[config.mk]
export PLATFORM = sky130hd
export DESIGN_NAME = imem_loader
export DESIGN_NICKNAME = d
export VERILOG_FILES = /design/src/rtl/imem_loader.sv
export SDC_FILE = /design/constraint.sdc
export NUM_CORES = 1
export LEC_CHECK = 0
export CAP_MARGIN = 40
export CORE_MARGIN = 5
export CORE_UTILIZATION = 56
export DETAILED_ROUTE_END_ITERATION = 6
export PLACE_DENSITY_LB_ADDON = 0.2
export SLEW_MARGIN = 0
export SYNTH_ARGS = -nofsm -noshare
export SYNTH_HDL_FRONTEND = slang
export SYNTH_SLANG_ARGS = --single-unit
[constraint.sdc]
create_clock -name clk_i -period 3.8 [get_ports clk_i]
set_input_delay 0.95 -clock clk_i [delete_from_list [all_inputs] [get_ports clk_i]]
set_output_delay 0.95 -clock clk_i [all_outputs]
set_load 0.03 [all_outputs]
[src/rtl/imem_loader.sv]
// Instruction memory loader: receives a length-prefixed little-endian byte stream,
// writes 32-bit words into instruction memory and holds the core in reset until the
// load completes. Optional trailing XOR checksum enabled by IMEM_LOADER_CHECKSUM_EN.
module imem_loader #(
  parameter int unsigned DEPTH_WORDS = 256,
  parameter logic [31:0] BASE_ADDR   = 32'h0000_0000
) (
  input  logic        clk_i,
  input  logic        rst_i,
  input  logic        rx_valid_i,
  input  logic [7:0]  rx_data_i,
  output logic        rx_ready_o,
  input  logic        reload_i,
  output logic        imem_we_o,
  output logic [31:0] imem_addr_o,
  output logic [31:0] imem_wdata_o,
  output logic        core_rst_o,
  output logic        done_o,
  output logic        error_o
);

  localparam int unsigned IdxW = (DEPTH_WORDS > 1) ? $clog2(DEPTH_WORDS) : 1;

`ifdef IMEM_LOADER_CHECKSUM_EN
  typedef enum logic [2:0] {StLenLo, StLenHi, StData, StCsum, StDone, StError} state_e;
`else
  typedef enum logic [2:0] {StLenLo, StLenHi, StData, StDone, StError} state_e;
`endif

  state_e            state_q, state_d;
  logic [15:0]       len_q, len_d;
  logic [1:0]        byte_cnt_q, byte_cnt_d;
  logic [IdxW-1:0]   word_idx_q, word_idx_d;
  logic [23:0]       buf_q, buf_d;
  logic              we_q, we_d;
  logic [31:0]       addr_q, addr_d;
  logic [31:0]       wdata_q, wdata_d;
  logic              done_q, done_d;
  logic              error_q, error_d;
  logic              core_rst_q, core_rst_d;
`ifdef IMEM_LOADER_CHECKSUM_EN
  logic [7:0]        csum_q, csum_d;
`endif

  logic        accept;
  logic [15:0] len_full;
  logic        last_word;

  assign accept    = rx_valid_i & rx_ready_o;
  assign len_full  = {rx_data_i, len_q[7:0]};
  assign last_word = (32'(word_idx_q) + 32'd1) == {16'd0, len_q};

  // State and datapath registers with synchronous reset
  always_ff @(posedge clk_i) begin
    if (rst_i) begin
      state_q    <= StLenLo;
      len_q      <= '0;
      byte_cnt_q <= '0;
      word_idx_q <= '0;
      buf_q      <= '0;
      we_q       <= 1'b0;
      addr_q     <= BASE_ADDR;
      wdata_q    <= '0;
      done_q     <= 1'b0;
      error_q    <= 1'b0;
      core_rst_q <= 1'b1;
`ifdef IMEM_LOADER_CHECKSUM_EN
      csum_q     <= '0;
`endif
    end else begin
      state_q    <= state_d;
      len_q      <= len_d;
      byte_cnt_q <= byte_cnt_d;
      word_idx_q <= word_idx_d;
      buf_q      <= buf_d;
      we_q       <= we_d;
      addr_q     <= addr_d;
      wdata_q    <= wdata_d;
      done_q     <= done_d;
      error_q    <= error_d;
      core_rst_q <= core_rst_d;
`ifdef IMEM_LOADER_CHECKSUM_EN
      csum_q     <= csum_d;
`endif
    end
  end

  // Next-state and datapath update on each accepted byte
  always_comb begin
    state_d    = state_q;
    len_d      = len_q;
    byte_cnt_d = byte_cnt_q;
    word_idx_d = word_idx_q;
    buf_d      = buf_q;
    we_d       = 1'b0;
    addr_d     = addr_q;
    wdata_d    = wdata_q;
`ifdef IMEM_LOADER_CHECKSUM_EN
    csum_d     = csum_q;
`endif
    unique case (state_q)
      StLenLo: begin
        if (accept) begin
          len_d[7:0] = rx_data_i;
          state_d    = StLenHi;
        end
      end
      StLenHi: begin
        if (accept) begin
          len_d      = len_full;
          byte_cnt_d = '0;
          word_idx_d = '0;
          if (32'(len_full) > DEPTH_WORDS) begin
            state_d = StError;
          end else if (len_full == 16'd0) begin
`ifdef IMEM_LOADER_CHECKSUM_EN
            state_d = StCsum;
`else
            state_d = StDone;
`endif
          end else begin
            state_d = StData;
          end
        end
      end
      StData: begin
        if (accept) begin
          if (byte_cnt_q == 2'd3) begin
            we_d       = 1'b1;
            wdata_d    = {rx_data_i, buf_q};
            addr_d     = BASE_ADDR + (32'(word_idx_q) << 2);
            byte_cnt_d = '0;
            if (last_word) begin
`ifdef IMEM_LOADER_CHECKSUM_EN
              state_d = StCsum;
`else
              state_d = StDone;
`endif
            end else begin
              // Only advanced when another word follows, so it stays below DEPTH_WORDS
              word_idx_d = word_idx_q + IdxW'(1);
            end
          end else begin
            buf_d[{byte_cnt_q, 3'b000} +: 8] = rx_data_i;
            byte_cnt_d = byte_cnt_q + 2'd1;
          end
        end
      end
`ifdef IMEM_LOADER_CHECKSUM_EN
      StCsum: begin
        if (accept) begin
          state_d = (rx_data_i == csum_q) ? StDone : StError;
        end
      end
`endif
      StDone, StError: begin
        if (reload_i) begin
          state_d    = StLenLo;
          word_idx_d = '0;
          byte_cnt_d = '0;
`ifdef IMEM_LOADER_CHECKSUM_EN
          csum_d     = '0;
`endif
        end
      end
      default: state_d = StLenLo;
    endcase
`ifdef IMEM_LOADER_CHECKSUM_EN
    // Running XOR over every byte except the checksum byte itself
    if (accept && (state_q != StCsum)) begin
      csum_d = csum_q ^ rx_data_i;
    end
`endif
  end

  // Handshake and registered status next values
  always_comb begin
    rx_ready_o = (state_q != StDone) && (state_q != StError);
    // Status follows the state one cycle late but drops with the reload edge itself
    done_d     = (state_q == StDone) && (state_d == StDone);
    error_d    = (state_q == StError) && (state_d == StError);
    core_rst_d = ~done_d;
  end

  assign imem_we_o    = we_q;
  assign imem_addr_o  = addr_q;
  assign imem_wdata_o = wdata_q;
  assign done_o       = done_q;
  assign error_o      = error_q;
  assign core_rst_o   = core_rst_q;

endmodule
==> flow_metrics.py, run 1 <==
metrics = {
    "setup_path": {
        "kind_of_end_point_of_the_critical_path": "flip-flop",
        "timing.rr.end": "word_idx_q[1]$_SDFFE_PP0P_",
        "worst_r2r_path_depth": 8,
        "rrSetupSlack_ns": 0.88,
        "worstReg2RegStart": "word_idx_q[2]$_SDFFE_PP0P_",
        "worst-path-max-fanout": 12,
        "crit_type": "in2reg",
        "critPathLaunchType": "primary input",
        "crit_arrival_ns": 3.45,
        "required_ns": 4.09,
        "startpoint": "rx_valid_i",
    },
    "timing": {
        "timing.final.max_slew_violations": 0,
        "max_slew.worst_pin.slew_ns": 0.985,
        "final_period_minus_worst_setup_slack_ns": 3.16,
        "grt_setup_unrepaired": "false",
        "final.period_utilization": 0.831,
        "hold_viol_final": 0,
        "setup_tns_ns": 0,
        "slew-limit-headroom": 0.342,
        "report.final.setup_viol": 0,
        "finalClockSkew_ns": 0.00601,
        "timing.fmax_mhz": 317,
    },
    "die": {
        "area_inside_the_core_boundary_um2": 7290,
        "floorplan.die_area_um2": 9340,
        "start_util": 0.577,
        "io_pins": 81,
        "fp-row-count": 31,
        "die_w_um": 96.6,
        "floorplan.die.height_um": 96.6,
    },
    "clock_network": {
        "post-cts-setup-buffer-count": 0,
        "cts-htree-levels": 3,
        "cts_num_sinks": 97,
        "insertion_delay_of_the_later_clocked_pin_in_the_worst_skew_pair_ns": 0.36,
        "postCtsHoldBufs": 0,
        "clock_tree_from_tritoncts": "done",
        "root_buffer": "sky130_fd_sc_hd__clkbuf_8",
        "max_clock_buf_depth": 2,
        "path_clk_slew_ns": 0.09,
        "ctsResizeCount": 0,
        "numCtsBuffers": 9,
    },
    "synthesis": {
        "ys_seq_area_frac": 0.462,
        "synthDistinctLibCells": 46,
        "netlist.top_cell.by_area": "sky130_fd_sc_hd__dfxtp_1",
        "netlist_area_um2": 4200,
        "synth_warnings": 0,
        "ys.flop_type": "sky130_fd_sc_hd__dfxtp_1",
        "yosys-top-cells-area": "sky130_fd_sc_hd__dfxtp_1 46%, sky130_fd_sc_hd__nand2_1 13%, sky130_fd_sc_hd__a21oi_1 11%",
        "yosys_register_bits": 97,
        "yosysTopAreaCellShare": 0.462,
        "synth_edf_count": 0,
        "asyncSetResetFlopFracSynth": 0,
        "postSynthCellCount": 536,
        "avgSynthCellArea_um2": 7.84,
    },
    "min_path": {
        "timing.hold.worst.start": "buf_q[0]$_SDFFE_PP0P_",
        "worst_hold_path_class": "reg2reg",
        "holdPathStages": 2,
        "worstHoldEndpoint": "buf_q[0]$_SDFFE_PP0P_",
    },
    "routing": {
        "avgRoutedWirePerCell_um": 15.3,
        "dr.first_iter.drc_count": 223,
        "route.detailed.drc": 0,
        "num_vias": 3775,
        "finalWirelength_mm": 10.4,
        "ant_nets_after_route": 0,
        "vias_per_cell": 5.57,
        "firstDrtPassIters": 5,
    },
    "power_and_ir_drop": {
        "p_leak_nw": 1.67,
        "fin_total_pwr_w": 0.00187,
        "power.density_nw_per_um2": 382,
        "vdd_drop_max_uv": 316,
    },
    "finish": {
        "layout.filler_cells": 661,
        "area_growth_syn_to_layout_pct": 16.6,
        "antennaDiodeCount": 0,
        "layout.nets": 592,
        "drive_above_1_share": 0.0484,
    },
    "place": {
        "dp_hpwl_mm": 7.05,
        "routabilityCongestion": 0.897,
        "placement.io_buffers": 56,
    },
    "global_route": {
        "antenna_found_initial": 0,
        "globalRouteOverflowTotal": 0,
        "groute.usage.overall": 0.218,
        "grt_max_degree": 59,
        "grt_first_pass_wirelength_mm": 17.0,
        "first_global_vias": 3589,
    },
    "flow_run": {
        "cap_violations": 0,
    },
    "status": {
        "status": "complete, no violations",
    },
}
## stage by stage
stage | instances | utilization | instance area [µm²] | setup slack, ns | hold WS (ns)
3_3_place_gp | 662 | 0.644 | 4700 | 0.394 | 0.438
4_1_cts | 678 | 0.672 | 4900 | 0.664 | 0.458
6_report | 678 | 0.672 | 4900 | 0.641 | 0.455
2_1_floorplan | 559 | - | 4290 | 1.20 | 0.432
3_5_place_dp | 662 | 0.644 | 4700 | 0.296 | 0.445
5_1_grt | 678 | 0.672 | 4900 | 0.527 | 0.472
## synth_stat cells, types with 2 or more instances
cell type	instances
sky130_fd_sc_hd__buf_2	5
sky130_fd_sc_hd__nor4_1	5
sky130_fd_sc_hd__ha_1	6
sky130_fd_sc_hd__a31oi_1	5
sky130_fd_sc_hd__and2b_1	2
sky130_fd_sc_hd__inv_1	8
sky130_fd_sc_hd__xnor2_1	8
sky130_fd_sc_hd__nand3_1	34
sky130_fd_sc_hd__clkbuf_1	26
sky130_fd_sc_hd__nor2_1	11
sky130_fd_sc_hd__nor3b_1	4
sky130_fd_sc_hd__buf_4	24
sky130_fd_sc_hd__a21oi_1	89
sky130_fd_sc_hd__and3_1	6
sky130_fd_sc_hd__nor3_1	5
sky130_fd_sc_hd__o211ai_1	4
sky130_fd_sc_hd__nand4b_1	2
sky130_fd_sc_hd__xor2_1	3
sky130_fd_sc_hd__dfxtp_1	97
sky130_fd_sc_hd__o31ai_1	2
sky130_fd_sc_hd__buf_6	2
sky130_fd_sc_hd__o21ai_0	3
sky130_fd_sc_hd__nand2b_1	4
sky130_fd_sc_hd__nor2b_1	2
sky130_fd_sc_hd__nand2_1	150
sky130_fd_sc_hd__or3_1	9
## logic make-up after synthesis
kind of cell / Yosys count / share of synthesized area
AND/OR/NAND/NOR: 241 / 0.259
AO/OA/AOI/OAI: 113 / 0.149
flip-flops: 97 / 0.462
buffers and inverters: 66 / 0.0857
XOR/XNOR: 11 / 0.0229
adder cells (fa/ha/maj): 6 / 0.0179
other: 1 / 0.000892
multiplexers: 1 / 0.00268
## sequential cells by signal, summed over array words and instances (netlist names)
signal / cells
buf_q: 24
imem_addr_o: 8
len_q: 16
state_q: 3
done_o: 1
core_rst_o: 1
byte_cnt_q: 2
imem_we_o: 1
word_idx_q: 8
error_o: 1
imem_wdata_o: 32
## report_power, final
part	switching [W]	leakage, nW	internal [W]	total, W
combinational	0.000102	0.788	0.0000409	0.000143
sequential	0.0000137	0.783	0.00103	0.00104
clock	0.000364	0.0985	0.000323	0.000687
## how the worst max path moves through the flow
stage	cells past startpoint	slack [ns]	to
floorplan	8	1.20	word_idx_q[5]$_SDFFE_PP0P_
global placement	8	0.39	word_idx_q[5]$_SDFFE_PP0P_
detailed placement	8	0.30	word_idx_q[5]$_SDFFE_PP0P_
CTS	8	0.66	word_idx_q[5]$_SDFFE_PP0P_
global route	8	0.53	word_idx_q[5]$_SDFFE_PP0P_
finish	8	0.64	word_idx_q[5]$_SDFFE_PP0P_
## final cells by class
class	count	area, µm²	area share
multi-input combinational	396	1990	0.406
sequential	97	1940	0.396
timing repair buffer	62	613	0.125
clock buffer	10	138	0.0281
tap	99	124	0.0253
clock inverter	6	67.6	0.0138
inverter	8	30.0	0.00613
## worst max-delay path, stage by stage
cell and delay, ns:
sky130_fd_sc_hd__clkdlybuf4s50_1 0.69, sky130_fd_sc_hd__nand2b_1 0.17, sky130_fd_sc_hd__a311oi_2 0.30, sky130_fd_sc_hd__a21oi_2 0.10, sky130_fd_sc_hd__or2_1 0.34, sky130_fd_sc_hd__or3_1 0.33
sky130_fd_sc_hd__or4_1 0.39, sky130_fd_sc_hd__a31oi_1 0.17
## placed cells by master (no fill, tap or decap), types with 6 or more instances in the layout
cell type / netlist / final
sky130_fd_sc_hd__nand2_1: 150 / 150
sky130_fd_sc_hd__dfxtp_1: 97 / 97
sky130_fd_sc_hd__a21oi_1: 89 / 89
sky130_fd_sc_hd__clkdlybuf4s50_1: 0 / 55
sky130_fd_sc_hd__nand3_1: 34 / 34
sky130_fd_sc_hd__conb_1: 1 / 24
sky130_fd_sc_hd__nor2_1: 11 / 11
sky130_fd_sc_hd__clkbuf_8: 0 / 10
sky130_fd_sc_hd__or3_1: 9 / 9
sky130_fd_sc_hd__inv_1: 8 / 8
sky130_fd_sc_hd__xnor2_1: 8 / 8
sky130_fd_sc_hd__and3_1: 6 / 6
sky130_fd_sc_hd__ha_1: 6 / 6
## layer usage
layer	GRT usage	share of wire	vias up
met1	0.249	0.40	1783
met3	0.0532	0.074	21
met4	0.0724	0.020	0
met5	0	0	-
li1	-	-	1825
met2	0.395	0.50	146
No activity file was read; power rests on OpenSTA's default activity.
==> run 2: changes to the inputs <==
Settings changed: CORE_UTILIZATION 56 to 47.
Clock period 3.8 ns to 2.9 ns, I/O delays scaled along.
==> flow_metrics.py, run 2 (synthesized netlist as in run 1, its figures left out) <==
metrics = {
    "status": {
        "status": "complete, no violations",
    },
    "routing": {
        "vias_per_cell": 5.19,
        "ant_nets_after_route": 0,
        "firstDrtPassIters": 4,
        "num_vias": 3656,
        "route.detailed.drc": 0,
        "finalWirelength_mm": 10.1,
        "dr.first_iter.drc_count": 212,
        "avgRoutedWirePerCell_um": 14.3,
    },
    "die": {
        "die_w_um": 105,
        "floorplan.die_area_um2": 10900,
        "io_pins": 81,
        "area_inside_the_core_boundary_um2": 8720,
        "start_util": 0.482,
        "fp-row-count": 34,
        "floorplan.die.height_um": 105,
    },
    "global_route": {
        "first_global_vias": 3481,
        "grt_max_degree": 68,
        "grt_first_pass_wirelength_mm": 17.0,
        "groute.usage.overall": 0.186,
        "globalRouteOverflowTotal": 0,
        "antenna_found_initial": 0,
    },
    "power_and_ir_drop": {
        "vdd_drop_max_uv": 274,
        "internal_power_w": 0.00183,
        "p_leak_nw": 1.77,
        "clockPowerShare": 0.372,
        "power.density_nw_per_um2": 494,
        "p_seq_frac": 0.545,
        "power.net_switching_w": 0.000670,
        "power.share.combinational": 0.083,
        "sw_frac_of_total": 0.268,
    },
    "min_path": {
        "timing.hold.worst.start": "buf_q[10]$_SDFFE_PP0P_",
        "worst_hold_path_class": "reg2reg",
    },
    "clock_network": {
        "ctsResizeCount": 0,
        "insertion_delay_of_the_later_clocked_pin_in_the_worst_skew_pair_ns": 0.36,
        "cts-htree-levels": 3,
        "path_clk_slew_ns": 0.10,
        "cts_num_sinks": 97,
        "root_buffer": "sky130_fd_sc_hd__clkbuf_8",
        "numCtsBuffers": 9,
        "max_clock_buf_depth": 2,
        "postCtsHoldBufs": 0,
        "post-cts-setup-buffer-count": 0,
        "clock_tree_from_tritoncts": "done",
    },
    "setup_path": {
        "worstReg2RegStart": "word_idx_q[3]$_SDFFE_PP0P_",
        "worst-path-max-fanout": 11,
        "critPathLaunchType": "flip-flop",
        "crit_type": "reg2out",
        "kind_of_end_point_of_the_critical_path": "output port",
        "startpoint": "state_q[1]$_SDFF_PP0_",
        "required_ns": 2.17,
        "crit_arrival_ns": 2.02,
    },
    "finish": {
        "final_cell_area_um2": 5060,
        "antennaDiodeCount": 0,
        "largest_register_ff_count": 32,
        "most-common-layout-cells": "150 x sky130_fd_sc_hd__nand2_1, 97 x sky130_fd_sc_hd__dfxtp_1, 89 x sky130_fd_sc_hd__a21oi_1, 55 x sky130_fd_sc_hd__clkdlybuf4s50_1, 34 x sky130_fd_sc_hd__nand3_1",
        "drive_above_1_share": 0.0771,
        "most_common_library_cell_in_the_layout_ignoring_fill_and_taps": "sky130_fd_sc_hd__nand2_1",
        "area_growth_syn_to_layout_pct": 20.4,
        "layout.nets": 610,
        "layout.filler_cells": 822,
    },
    "flow_run": {
        "cap_violations": 0,
    },
    "timing": {
        "max_slew.worst_pin.slew_ns": 0.822,
        "setup_tns_ns": 0,
        "final.period_utilization": 0.946,
        "hold_viol_final": 0,
        "report.final.setup_viol": 0,
        "timing.fmax_mhz": 364,
        "grt_setup_unrepaired": "false",
        "finalClockSkew_ns": 0.0108,
        "final_period_minus_worst_setup_slack_ns": 2.74,
        "timing.final.max_slew_violations": 0,
        "slew-limit-headroom": 0.451,
    },
    "place": {
        "routabilityCongestion": 0.840,
        "dp_hpwl_mm": 7.07,
        "dpl-instance-area_um2": 4860,
        "placement.io_buffers": 56,
    },
}
run 2: worst paths after layout:
kind                              endpoint  slack [ns]  cells past startpoint
max                             rx_ready_o        0.16                      3
min          imem_wdata_o[10]$_SDFFE_PP0P_        0.45                      2
max reg2reg     word_idx_q[1]$_SDFFE_PP0P_        0.39                      8
min reg2reg  imem_wdata_o[10]$_SDFFE_PP0P_        0.45                      2
run 2: layout make-up:
cell class                 count  area [µm²]  area share
sequential                    97        1940       0.384
clock buffer                   9         124      0.0245
timing repair buffer          80         761       0.150
tap                          108         135      0.0267
multi-input combinational    396        1990       0.393
inverter                       8        30.0     0.00593
clock inverter                 7        81.3      0.0161
run 2: worst max-delay path, stage by stage, from the launching register on:
cell and delay [ns]:
sky130_fd_sc_hd__dfxtp_1 0.55, sky130_fd_sc_hd__nor2b_1 0.36, sky130_fd_sc_hd__a21oi_1 0.14, sky130_fd_sc_hd__clkdlybuf4s50_1 0.62
run 2: power by group through the flow:
stage	Combinational (W)	Clock, W	Sequential, W
floorplan	0.000166	0	0.00139
global placement	0.000203	0	0.00139
detailed placement	0.000205	0	0.00139
CTS	0.000206	0.000956	0.00136
global route	0.000223	0.00102	0.00137
finish	0.000207	0.000930	0.00136
run 2: metal layers:
metal  share of wire  routed length [µm]  global-route usage  up-vias
met5               0                   0                   0        -
met4          0.0091                  92              0.0484        0
met3           0.051                 513              0.0450        6
met2            0.49                4970               0.316       83
met1            0.45                4540               0.237     1700
li1                -                   -                   -     1867
run 2: stage by stage:
step           setup WS (ns)  std cells  total power (W)  hold slack, ns   util
2_1_floorplan          0.528        559          0.00155           0.432      -
3_3_place_gp          0.0732        689          0.00160           0.442  0.557
3_5_place_dp          0.0439        689          0.00160           0.446  0.557
4_1_cts                0.151        705          0.00253           0.457  0.580
5_1_grt               0.0189        705          0.00261           0.479  0.580
6_report               0.156        705          0.00250           0.453  0.580
==> run 3: changes to the inputs <==
Settings changed: CAP_MARGIN 40 to 20.
==> results of run 3 <==
Same layout as run 2: the final DEF is identical, and so are final timing and power.
